$ cat config.mk
export PLATFORM = sky130hd
export DESIGN_NAME = jtag_dtm
export DESIGN_NICKNAME = d
export VERILOG_FILES = /design/src/rtl/jtag_dtm.sv
export SDC_FILE = /design/constraint.sdc
export NUM_CORES = 1
export LEC_CHECK = 0
export CORE_ASPECT_RATIO = 1.5
export CORE_MARGIN = 5
export CORE_UTILIZATION = 55
export DETAILED_ROUTE_END_ITERATION = 7
export PLACE_DENSITY = 0.83
export SYNTH_ARGS = -nofsm -noshare
export SYNTH_HDL_FRONTEND = slang
export SYNTH_SLANG_ARGS = --single-unit
$ cat constraint.sdc
create_clock -name clk -period 2.45 [get_ports clk]
set_clock_uncertainty 0.05 [all_clocks]
set_input_delay 0.49 -clock clk [delete_from_list [all_inputs] [get_ports clk]]
set_output_delay 0.49 -clock clk [all_outputs]
set_load 0.02 [all_outputs]
$ cat src/rtl/jtag_dtm.sv
// rtl/jtag_dtm.sv - JTAG debug transport module: oversampled TAP plus DMI request/response bridge
// TCK/TMS/TDI are sampled in the clk domain; DMI scans become valid/ready requests to the debug module.
module jtag_dtm #(
    parameter logic [31:0] IDCODE_VAL = 32'h1AB0_0A53,
    parameter int unsigned ABITS      = 7,
    parameter int unsigned IR_LEN     = 5
) (
    input  logic             clk,
    input  logic             rst_ni,
    input  logic             tck_i,
    input  logic             tms_i,
    input  logic             tdi_i,
    output logic             tdo_o,
    output logic             tdo_oe_o,
    output logic             dmi_req_valid_o,
    input  logic             dmi_req_ready_i,
    output logic [ABITS-1:0] dmi_req_addr_o,
    output logic [31:0]      dmi_req_data_o,
    output logic [1:0]       dmi_req_op_o,
    input  logic             dmi_resp_valid_i,
    output logic             dmi_resp_ready_o,
    input  logic [31:0]      dmi_resp_data_i,
    input  logic             dmi_resp_err_i,
    output logic             dmi_hardreset_o
);

    localparam int unsigned       DMI_W     = ABITS + 34;
    localparam logic [IR_LEN-1:0] IR_IDCODE = IR_LEN'(5'h01);
    localparam logic [IR_LEN-1:0] IR_DTMCS  = IR_LEN'(5'h10);
    localparam logic [IR_LEN-1:0] IR_DMI    = IR_LEN'(5'h11);
    localparam logic [5:0]        ABITS_F   = 6'(ABITS);

    typedef enum logic [3:0] {
        TLR, RTI, SEL_DR, CAP_DR, SH_DR, EX1_DR, PAU_DR, EX2_DR, UPD_DR,
        SEL_IR, CAP_IR, SH_IR, EX1_IR, PAU_IR, EX2_IR, UPD_IR
    } tap_state_e;

    typedef enum logic [1:0] {DMI_IDLE, DMI_REQ, DMI_RESP} dmi_state_e;

    logic [2:0] tck_sync_q;
    logic [1:0] tms_sync_q, tdi_sync_q;
    logic       tck_rise, tck_fall, tms, tdi;

    tap_state_e        tap_state_q, tap_state_d, tap_next;
    logic [IR_LEN-1:0] ir_shift_q, ir_shift_d, ir_q, ir_d;
    logic [DMI_W-1:0]  dr_q, dr_d, dr_shifted;
    logic              tdo_q, tdo_d;
    dmi_state_e        dmi_state_q, dmi_state_d;
    logic [1:0]        dmistat_q, dmistat_d;
    logic [ABITS-1:0]  req_addr_q, req_addr_d, last_addr_q, last_addr_d;
    logic [31:0]       req_data_q, req_data_d, last_rdata_q, last_rdata_d;
    logic [1:0]        req_op_q, req_op_d;
    logic              hardreset_q, hardreset_d;

    logic [31:0] dtmcs_capture;
    logic [1:0]  op_status;
    logic        cap_busy, upd_busy, launch, stat_clr, hard_clr;

    always_ff @(posedge clk or negedge rst_ni) begin
        if (!rst_ni) begin
            tck_sync_q <= '0;
            tms_sync_q <= '0;
            tdi_sync_q <= '0;
        end else begin
            tck_sync_q <= {tck_sync_q[1:0], tck_i};
            tms_sync_q <= {tms_sync_q[0], tms_i};
            tdi_sync_q <= {tdi_sync_q[0], tdi_i};
        end
    end

    assign tck_rise = tck_sync_q[1] & ~tck_sync_q[2];
    assign tck_fall = ~tck_sync_q[1] & tck_sync_q[2];
    assign tms      = tms_sync_q[1];
    assign tdi      = tdi_sync_q[1];

    always_comb begin
        tap_next = tap_state_q;
        case (tap_state_q)
            TLR:     tap_next = tms ? TLR    : RTI;
            RTI:     tap_next = tms ? SEL_DR : RTI;
            SEL_DR:  tap_next = tms ? SEL_IR : CAP_DR;
            CAP_DR:  tap_next = tms ? EX1_DR : SH_DR;
            SH_DR:   tap_next = tms ? EX1_DR : SH_DR;
            EX1_DR:  tap_next = tms ? UPD_DR : PAU_DR;
            PAU_DR:  tap_next = tms ? EX2_DR : PAU_DR;
            EX2_DR:  tap_next = tms ? UPD_DR : SH_DR;
            UPD_DR:  tap_next = tms ? SEL_DR : RTI;
            SEL_IR:  tap_next = tms ? TLR    : CAP_IR;
            CAP_IR:  tap_next = tms ? EX1_IR : SH_IR;
            SH_IR:   tap_next = tms ? EX1_IR : SH_IR;
            EX1_IR:  tap_next = tms ? UPD_IR : PAU_IR;
            PAU_IR:  tap_next = tms ? EX2_IR : PAU_IR;
            EX2_IR:  tap_next = tms ? UPD_IR : SH_IR;
            UPD_IR:  tap_next = tms ? SEL_DR : RTI;
            default: tap_next = TLR;
        endcase
    end

    // One physical shift register serves every DR; TDI enters at the selected register's MSB.
    always_comb begin
        dr_shifted = dr_q >> 1;
        case (ir_q)
            IR_IDCODE, IR_DTMCS: dr_shifted[31]       = tdi;
            IR_DMI:              dr_shifted[DMI_W-1]  = tdi;
            default:             dr_shifted[0]        = tdi;
        endcase
    end

    assign dtmcs_capture = {17'b0, 3'd1, dmistat_q, ABITS_F, 4'd1};
    assign op_status     = (dmi_state_q != DMI_IDLE) ? 2'd3 : dmistat_q;

    always_comb begin
        tap_state_d  = tap_state_q;
        ir_shift_d   = ir_shift_q;
        ir_d         = ir_q;
        dr_d         = dr_q;
        tdo_d        = tdo_q;
        dmi_state_d  = dmi_state_q;
        dmistat_d    = dmistat_q;
        req_addr_d   = req_addr_q;
        req_data_d   = req_data_q;
        req_op_d     = req_op_q;
        last_addr_d  = last_addr_q;
        last_rdata_d = last_rdata_q;
        hardreset_d  = 1'b0;
        cap_busy     = 1'b0;
        upd_busy     = 1'b0;
        launch       = 1'b0;
        stat_clr     = 1'b0;
        hard_clr     = 1'b0;

        if (tck_fall) begin
            tdo_d = (tap_state_q == SH_IR) ? ir_shift_q[0] : dr_q[0];
        end

        if (tck_rise) begin
            tap_state_d = tap_next;
            case (tap_state_q)
                TLR: begin
                    ir_d = IR_IDCODE;
                    dr_d = '0;
                end
                CAP_IR: ir_shift_d = IR_LEN'(1);
                SH_IR:  ir_shift_d = {tdi, ir_shift_q[IR_LEN-1:1]};
                UPD_IR: ir_d = ir_shift_q;
                CAP_DR: begin
                    case (ir_q)
                        IR_IDCODE: dr_d = DMI_W'(IDCODE_VAL);
                        IR_DTMCS:  dr_d = DMI_W'(dtmcs_capture);
                        IR_DMI: begin
                            dr_d     = {last_addr_q, last_rdata_q, op_status};
                            cap_busy = (dmi_state_q != DMI_IDLE);
                        end
                        default:   dr_d = '0;
                    endcase
                end
                SH_DR:  dr_d = dr_shifted;
                UPD_DR: begin
                    if (ir_q == IR_DTMCS) begin
                        stat_clr = dr_q[16] | dr_q[17];
                        hard_clr = dr_q[17];
                    end else if (ir_q == IR_DMI && (dr_q[1:0] == 2'd1 || dr_q[1:0] == 2'd2)) begin
                        if (dmi_state_q != DMI_IDLE) begin
                            upd_busy = 1'b1;
                        end else if (dmistat_q == 2'd0) begin
                            launch = 1'b1;
                        end
                    end
                end
                default: ;
            endcase
        end

        case (dmi_state_q)
            DMI_REQ: begin
                if (dmi_req_ready_i) dmi_state_d = DMI_RESP;
            end
            DMI_RESP: begin
                if (dmi_resp_valid_i) begin
                    if (req_op_q == 2'd1) last_rdata_d = dmi_resp_data_i;
                    if (dmi_resp_err_i) dmistat_d = 2'd2;
                    dmi_state_d = DMI_IDLE;
                end
            end
            default: ;
        endcase

        if (cap_busy || upd_busy) dmistat_d = 2'd3;

        if (launch) begin
            req_addr_d  = dr_q[DMI_W-1:34];
            req_data_d  = dr_q[33:2];
            req_op_d    = dr_q[1:0];
            last_addr_d = dr_q[DMI_W-1:34];
            dmi_state_d = DMI_REQ;
        end

        // Resets win over a same-cycle response status, but the response data is still kept.
        if (stat_clr) dmistat_d = 2'd0;
        if (hard_clr) begin
            dmi_state_d = DMI_IDLE;
            hardreset_d = 1'b1;
        end
    end

    always_ff @(posedge clk or negedge rst_ni) begin
        if (!rst_ni) begin
            tap_state_q  <= TLR;
            ir_shift_q   <= '0;
            ir_q         <= IR_IDCODE;
            dr_q         <= '0;
            tdo_q        <= 1'b0;
            dmi_state_q  <= DMI_IDLE;
            dmistat_q    <= 2'd0;
            req_addr_q   <= '0;
            req_data_q   <= '0;
            req_op_q     <= 2'd0;
            last_addr_q  <= '0;
            last_rdata_q <= '0;
            hardreset_q  <= 1'b0;
        end else begin
            tap_state_q  <= tap_state_d;
            ir_shift_q   <= ir_shift_d;
            ir_q         <= ir_d;
            dr_q         <= dr_d;
            tdo_q        <= tdo_d;
            dmi_state_q  <= dmi_state_d;
            dmistat_q    <= dmistat_d;
            req_addr_q   <= req_addr_d;
            req_data_q   <= req_data_d;
            req_op_q     <= req_op_d;
            last_addr_q  <= last_addr_d;
            last_rdata_q <= last_rdata_d;
            hardreset_q  <= hardreset_d;
        end
    end

    assign tdo_o            = tdo_q;
    assign tdo_oe_o         = (tap_state_q == SH_DR) || (tap_state_q == SH_IR);
    assign dmi_req_valid_o  = (dmi_state_q == DMI_REQ);
    assign dmi_resp_ready_o = (dmi_state_q == DMI_RESP);
    assign dmi_req_addr_o   = req_addr_q;
    assign dmi_req_data_o   = req_data_q;
    assign dmi_req_op_o     = req_op_q;
    assign dmi_hardreset_o  = hardreset_q;

endmodule

After elaboration in Yosys (flattened, before gate mapping)
Index checks and enable logic that the tools add are counted.

storage, ports and cells
  register bits = 141
  input bits = 40
  output and inout port bits = 46

cells by class
  equal/unequal tests = 25
  mux-type cells = 53
  bitwise gates (word level) = 5
  reductions and logical operators = 25

operators by type and width
  kind                  number
  $pmux W41 S3          2
  $pmux W4 S12          1
  $eq A4 B4 Y1 const B  8
  $mux W1               28
  $mux W2               13
  $pmux W5 S2           2
  $eq A4 B3 Y1 const B  4
  $mux W4               4
  $reduce_bool A3 Y1    4
  $eq A5 B5 Y1 const B  2
  $reduce_and A3 Y1     3
  $eq A4 B2 Y1 const B  2
  $eq A2 B1 Y1 const B  3
  $mux W3               2
  $reduce_and A2 Y1     3
  $reduce_bool A2 Y1    3
  $reduce_or A2 Y1      3
  $reduce_or A3 Y1      2
  $eq A5 B1 Y1 const B  1
  $eq A2 B2 Y1 const B  2
  $eq A4 B1 Y1 const B  1
  $logic_not A4 Y1      1
  $ne A4 B1 Y1 const B  1
  $ne A4 B2 Y1 const B  1
  8 further kinds       12

Logic depth before layout (Yosys ltp)
Gate-level depths: netlist of the first run.

  depth in word-level cells = 10
  depth in mapped cells = 7
  depth with buffers taken out = 6

Least setup slack after synthesis of the first run
Ideal clock, no wire load.

  kind = flip-flop to output port
  start = register tap_state_q[1]
  end = output port tdo_oe_o
  data arrival time = 1.596 ns
  required time = 1.910 ns
  setup slack = 0.314 ns
  stages on the path, launching flop included = 5
  cell sequence = dfrtp_1 > or2_2 > nor3b_2 > clkbuf_1 > nand2b_1

between the ends
  longest elaborated chain between the ends = 2

RTL lines
  item                                                 RTL line  RTL
  start, declared                                      44        tap_state_e tap_state_q, tap_state_d, tap_next;
  start signal, assigned                               222       tap_state_q <= tap_state_d;
  $eq A4 B3 Y1 / $eq A4 B4 Y1 (equally long branches)  239       assign tdo_oe_o = (tap_state_q == SH_DR) || (tap_state_q == SH_IR);
  $logic_or A1 B1 Y1 (*)                               239
  end, declared                                        14        output logic tdo_oe_o,

Every way passes the cells marked *; elsewhere a longest branch is shown, timed or not.

Final worst setup path of the first run
  start = register dmi_state_q[0]
  end = output port dmi_resp_ready_o

between the ends
  longest elaborated chain between the ends = 1

RTL lines
  item                    RTL line  RTL
  start, declared         48        dmi_state_e dmi_state_q, dmi_state_d;
  start signal, assigned  227       dmi_state_q <= dmi_state_d;
  $eq A2 B2 Y1            241       assign dmi_resp_ready_o = (dmi_state_q == DMI_RESP);
  end, declared           21        output logic dmi_resp_ready_o,

Every way passes these cells.

==> results of run 1 <==
==> synth_stat cells, types with 4 or more instances <==
master | number | share of area
mux2_2 | 35 | 0.063
inv_1 | 9 | 0.0054
o21ai_0 | 19 | 0.015
buf_6 | 4 | 0.0072
a22oi_1 | 6 | 0.0072
a31oi_1 | 6 | 0.0060
nor2_1 | 61 | 0.037
buf_2 | 5 | 0.0040
a221oi_1 | 24 | 0.034
nor2b_1 | 14 | 0.014
a22o_1 | 5 | 0.0070
mux2_4 | 30 | 0.072
and3_1 | 5 | 0.0050
mux2_1 | 8 | 0.014
dfrtp_1 | 140 | 0.56
nand2_1 | 26 | 0.016
nand2b_1 | 7 | 0.0070
clkbuf_1 | 26 | 0.016
nand3_1 | 8 | 0.0064
a21oi_1 | 17 | 0.014
a2bb2oi_1 | 8 | 0.011
==> metal layers <==
layer  track usage  share of wire  vias to the layer above
met5             0              0                        -
met4       0.08950          0.026                        0
met3       0.05373          0.051                       37
met2        0.4079           0.54                      176
met1        0.2650           0.39                     2282
li1              -              -                     2012
==> layout make-up <==
type	count	area share
multi-input cells	326	0.3178
inverters	9	0.004297
repair buffers	105	0.1332
clock buffers	20	0.05682
clock inverters	12	0.01544
well taps	147	0.02340
flip-flops and latches	141	0.4490
==> metrics by stage <==
step	std cells	hold slack [ns]	cell area [um2]
floorplan	512	0.1444	6218
global placement	728	0.2840	7298
detailed placement	728	0.2847	7298
CTS	760	0.03483	7865
global route	760	0.06022	7861
finish	760	0.01540	7861
==> worst reg2reg max path, stage by stage (launching register included) <==
cell	delay, ns
dfrtp_1	0.47
buf_4	0.20
nor4bb_1	0.46
nand3_1	0.43
a2bb2oi_1	0.26
o21ai_0	0.24
==> sequential cells by signal, summed over array words and instances (netlist names) <==
| name | flops |
|---|---|
| dr_q | 41 |
| dmi_req_data_o | 32 |
| last_rdata_q | 32 |
| last_addr_q | 7 |
| ir_q | 5 |
| ir_shift_q | 5 |
| tap_state_q | 4 |
| tck_sync_q | 3 |
| dmi_req_op_o | 2 |
| dmi_state_q | 2 |
| dmistat_q | 2 |
| tdi_sync_q | 2 |
| tms_sync_q | 2 |
| dmi_hardreset_o | 1 |
| tdo_o | 1 |
==> logic make-up (layout without fill, tap and decap cells) <==
family,Yosys count,in the layout,synth area share
simple gates,144,144,0.1207
flops,141,141,0.5676
compound gates,101,101,0.1143
mux,75,75,0.1535
buf+inv,45,146,0.03360
fa+ha+maj,3,3,0.006037
xor+xnor,3,3,0.004226
==> worst min path at each step <==
stage / from / to / slack (ns)
4_1_cts: rst_ni / dmi_state_q[0] / 0.03
3_5_place_dp: tdi_sync_q[0] / tdi_sync_q[1] / 0.28
3_3_place_gp: tck_sync_q[0] / tck_sync_q[1] / 0.28
5_1_grt: rst_ni / dmi_state_q[0] / 0.06
2_1_floorplan: rst_ni / dmi_hardreset_o / 0.14
6_report: rst_ni / dmi_state_q[0] / 0.02
==> placed cells by master, fill, tap and decap left out, types with 7 or more instances in the layout <==
| cell type | instances |
|---|---|
| nor2_1 | 61 |
| inv_1 | 9 |
| mux2_4 | 30 |
| mux2_1 | 8 |
| o21ai_0 | 19 |
| a21oi_1 | 17 |
| clkdlybuf4s50_1 | 83 |
| nor2b_1 | 14 |
| buf_4 | 16 |
| nand3_1 | 8 |
| clkbuf_16 | 17 |
| nand2_1 | 26 |
| a2bb2oi_1 | 8 |
| dfrtp_1 | 140 |
| a221oi_1 | 24 |
| mux2_2 | 35 |
| nand2b_1 | 7 |
==> report_power, final <==
| group | switching (mW) | leakage (nW) | total, mW | internal (mW) |
|---|---|---|---|---|
| registers | 0.379 | 1.86 | 3.08 | 2.71 |
| clock network | 0.948 | 0.275 | 2.46 | 1.51 |
| logic | 0.899 | 1.47 | 1.51 | 0.615 |
==> what timing repair did <==
action                     in CTS  in global routing
setup endpoints to repair       1                  1
pin swaps                       0                  0
buffers inserted                0                  0
gates resized for setup         1                  2
==> flow_summary_export.csv, run 1 <==
group,metric,value,unit
outcome,outcome,"finished, final reports clean",
place,hpwl,9811,um
finish,area_growth,26.42,%
cts,tritoncts,"yes",
finish,antenna_cells,0,
drt,dr.pass1.iters,8,
drt,vias,4507,
timing,hold_viol,0,
power,finalPower,7.059,mW
finish,seqCellArea,3530,um2
finish,n_fill_cell,784,
logic_synthesis,yosysUniqueCellTypes,53,
hold_path,min-delay-path-class,"input port to asynchronous set/reset pin",
global_routing,grt_pass1_wl,24730,um
cts,cts_buffer_depth,2,
finish,fin_nets,643,
worst_setup_path,crit_path_max_incr_delay,0.64,ns
timing,period_minus_slack,2.334,ns
timing,final_max_slew_viol_count,0,
cts,insertion_delay,0.42,ns
logic_synthesis,seq_area_frac_synth,0.5676,
drt,drt_iter0_markers,349,
timing,grt_setup_unrepaired,"no",
floorplanning,core,11060,um2
worst_setup_path,crit_path_end,"dmi_resp_ready_o",
place,globalplace.congestion,0.8629,
cts,cts_num_sinks,141,
floorplanning,die_width,96.82,um
worst_setup_path,path_delay_family,"buffers and inverters",
worst_setup_path,startpoint,"dmi_state_q[0]",
logic_synthesis,synth_top_flop_cell,"dfrtp_1",
logic_synthesis,synth_edf_count,0,
worst_setup_path,reg2reg_depth,5,
logic_synthesis,yosys_warnings,0,
place,io_buffer_count,85,
power,p_leak,3.613,nW
floorplanning,io_pins,86,
drt,wl_per_cell,19.84,um
logic_synthesis,synth-async-reset-ratio,1.000,
worst_setup_path,worstSetupPathType,"flop to primary output",
worst_setup_path,cp_data_arrival_time,1.79,ns
timing,worst_pin_slew,0.6106,ns
drt,vias_per_cell,5.930,
floorplanning,start_util,0.5625,
worst_setup_path,slowest_stage,"clkdlybuf4s50_1",
cts,clk_root_buffer_cell,"clkbuf_16",
cts,cts_buffers,17,
job,cap_violations,0,
logic_synthesis,synth_nets,555,
power,p_per_area,897.9,nW/um2
floorplanning,die_h,140.2,um
global_routing,antenna_found_initial,0,
global_routing,grt_max_degree,64,
drt,drtAntennaViolNets,0,
worst_setup_path,cp_num_buf_inv,2,
logic_synthesis,syn-instance-count,512,
floorplanning,dieArea,13580,um2
worst_setup_path,path_depth,3,
global_routing,overflow,0,
worst_setup_path,cp-start-kind,"flop",
logic_synthesis,synth.avg_cell_area,12.15,um2
drt,route.detailed.drc,0,
timing,setup_viol,0,
worst_setup_path,r2r-end,"dr_q[21]",
finish,layout-drive-gt1-share,0.2104,
cts,clk_pin_slew,0.06,ns
timing,slew_headroom,0.5929,
timing,fmax,0.4285,GHz
logic_synthesis,synth_seq_cells,141,
timing,fin_ws,0.1165,ns
power,irDropWorstVdd,0.0005763,V
timing,finalSetupTns,0,ns
global_routing,grt_util_all_layers,0.2286,
cts,cts_max_level,4,
place,pre_cts_slack,0.2136,ns
cts,ctsHoldBuffers,0,
finish,multi_input_area,2499,um2
global_routing,grt_pass1_vias,4731,
worst_setup_path,crit_chain,"inv_1 > ha_1 > clkdlybuf4s50_1",
worst_setup_path,r2r_setup_slack,0.25,ns
logic_synthesis,synthesis.area,6218,um2
worst_setup_path,cp_data_required_time,1.91,ns
worst_setup_path,cp_max_fo,4,
worst_setup_path,cp-end-kind,"primary output",
floorplanning,fp-row-count,47,
finish,final_util,0.7111,
worst_setup_path,r2r-start,"tap_state_q[3]",
timing,finalCritPeriodShare,0.9525,
drt,wl,15080,um
(Power assumes the default switching activity.)
==> run 2: changes to the inputs <==
--- a/config.mk
+++ b/config.mk
@@ -5,9 +5,12 @@
 export SDC_FILE = /design/constraint.sdc
 export NUM_CORES = 1
 export LEC_CHECK = 0
+export CELL_PAD_IN_SITES_DETAIL_PLACEMENT = 1
+export CELL_PAD_IN_SITES_GLOBAL_PLACEMENT = 1
 export CORE_ASPECT_RATIO = 1.5
 export CORE_MARGIN = 5
-export CORE_UTILIZATION = 55
+export CORE_UTILIZATION = 44
+export CTS_CLUSTER_SIZE = 28
 export DETAILED_ROUTE_END_ITERATION = 7
 export PLACE_DENSITY = 0.83
 export SYNTH_ARGS = -nofsm -noshare
==> run 2 against run 1 <==
Sequential share of layout area decreased by 0.53 points; clock power grew 13%; clock-buffer cell count is 1 higher.
==> flow_summary_export.csv, run 2 (same netlist as run 1, synthesis figures left out) <==
group,metric,value,unit
outcome,outcome,"finished, final reports clean",
drt,dr.pass1.iters,4,
worst_setup_path,crit_path_max_incr_delay,0.63,ns
worst_setup_path,cp-end-kind,"primary output",
place,placed_cells,747,
worst_setup_path,cp_data_arrival_time,1.78,ns
cts,cts_buffer_depth,2,
timing,fin_ws,0.1344,ns
global_routing,grt_pass1_vias,5222,
finish,multi_input_area,2499,um2
cts,post_cts_buffers,0,
finish,seqCellArea,3530,um2
finish,antenna_cells,0,
worst_setup_path,cp_max_fo,4,
drt,route.detailed.drc,0,
cts,clk_pin_slew,0.06,ns
timing,whs,0.3004,ns
worst_setup_path,cp-start-kind,"flop",
place,hpwl,11180,um
hold_path,min-delay-path-class,"flop to flop",
finish,layout_common_cells,"dfrtp_1, clkdlybuf4s50_1, nor2_1",
floorplanning,dieArea,16660,um2
global_routing,overflow,0,
global_routing,grt_max_degree,57,
place,place_area,7316,um2
power,power_switching,2.372,mW
place,globalplace.congestion,0.8035,
job,cap_violations,0,
power,comb_power_share,0.210,
drt,drtAntennaViolNets,0,
drt,wl,17860,um
drt,route.layer.met1.wl,6853,um
floorplanning,die_width,107.1,um
timing,worst_pin_slew,0.5953,ns
timing,slew_headroom,0.6013,
power,p_per_area,939.4,nW/um2
timing,fmax,0.4318,GHz
floorplanning,io_pins,86,
power,sw_frac_of_total,0.3174,
drt,vias_per_cell,5.786,
cts,cts_num_sinks,141,
finish,area_growth,27.93,%
timing,grt_setup_unrepaired,"no",
floorplanning,fp-row-count,53,
cts,cts_max_level,4,
timing,final_max_slew_viol_count,0,
finish,postLayoutCellArea,7955,um2
cts,clk_root_buffer_cell,"clkbuf_16",
timing,period_minus_slack,2.316,ns
cts,insertion_delay,0.42,ns
timing,finalCritPeriodShare,0.9452,
finish,final_util,0.5712,
drt,highest_layer,"met4",
drt,drt_iter0_markers,250,
power,intPower,5.101,mW
floorplanning,die_h,155.6,um
finish,n_fill_cell,1416,
drt,wl_per_cell,22.89,um
worst_setup_path,cp_data_required_time,1.91,ns
global_routing,grt_pass1_wl,28860,um
power,p_leak,3.650,nW
finish,largest_reg_flops,41,
worst_setup_path,worstSetupPathType,"flop to primary output",
floorplanning,start_util,0.4465,
global_routing,grt_util_all_layers,0.2238,
cts,tritoncts,"yes",
finish,fin_nets,645,
power,finalPower,7.473,mW
finish,largest-register,"dr_q",
timing,finalSetupTns,0,ns
drt,dr_wl_met3,655,um
timing,hold_viol,0,
finish,fin_cells,780,
drt,met2_length,9878,um
global_routing,antenna_found_initial,0,
drt,vias,4513,
finish,layout-drive-gt1-share,0.2130,
finish,layout_commonest_cell,"dfrtp_1",
power,power_frac_clock,0.371,
place,io_buffer_count,85,
cts,cts_buffers,17,
power,irDropWorstVdd,0.0004888,V
floorplanning,core,13930,um2
worst_setup_path,crit_chain,"inv_1 > ha_1 > clkdlybuf4s50_1",
place,pre_cts_slack,0.1898,ns
timing,setup_viol,0,
power,p_seq_frac,0.419,
worst_setup_path,slowest_stage,"clkdlybuf4s50_1",
==> run 2: cell count changes in the layout (fill, tap and decap cells not counted) <==
cell,before,now
clkbuf_1,2,1
bufinv_16,2,4
buf_12,4,3
clkbuf_8,1,3
clkinv_2,6,4
clkinvlp_4,3,2
buf_4,16,18
dlygate4sd3_1,0,1
==> run 2: layout make-up <==
class,instances,share of cell area
clock buffers,21,0.05914
clock inverters,11,0.02060
inverters,9,0.004247
multi-input cells,326,0.3141
flip-flops and latches,141,0.4437
well taps,165,0.02595
repair buffers,107,0.1323
==> run 2: per-layer routing <==
metal / vias up / global-route usage
met5: - / 0
met4: 0 / 0.08775
met3: 37 / 0.04182
met2: 122 / 0.3999
met1: 2348 / 0.2640
li1: 2006 / -
==> run 2: what timing repair did <==
item	CTS	global route
hold buffers	1	0
hold endpoints to repair	49	0
gates resized for setup	2	1
endpoints found under the setup margin	1	1
==> run 2: worst max-delay path: cells and delay by family (launching register included) <==
family,cells,cell delay (ns)
fa+ha+maj,1,0.24
buf+inv,2,0.73
flops,1,0.39
==> run 2: power groups by stage <==
stage	logic, mW	clock network [mW]	registers [mW]
2_1_floorplan	1.03	0	2.97
3_3_place_gp	1.40	0	3.10
3_5_place_dp	1.51	0	3.14
4_1_cts	1.58	2.82	3.13
5_1_grt	1.72	2.92	3.17
6_report	1.57	2.77	3.13
==> run 2: path summary, 6_finish.rpt <==
kind / start / slack (ns) / endpoint / depth (start not counted)
setup / recovery: dmi_state_q[0] / 0.13 / dmi_resp_ready_o / 3
hold / removal: tdi_sync_q[0] / 0.30 / tdi_sync_q[1] / 0
setup reg to reg: tap_state_q[1] / 0.22 / dmi_req_data_o[4] / 6
hold reg to reg: tdi_sync_q[0] / 0.30 / tdi_sync_q[1] / 0
max in group asynchronous: rst_ni / 1.17 / ir_shift_q[0] / 3
min in group asynchronous: rst_ni / 0.55 / dmi_req_data_o[4] / 2
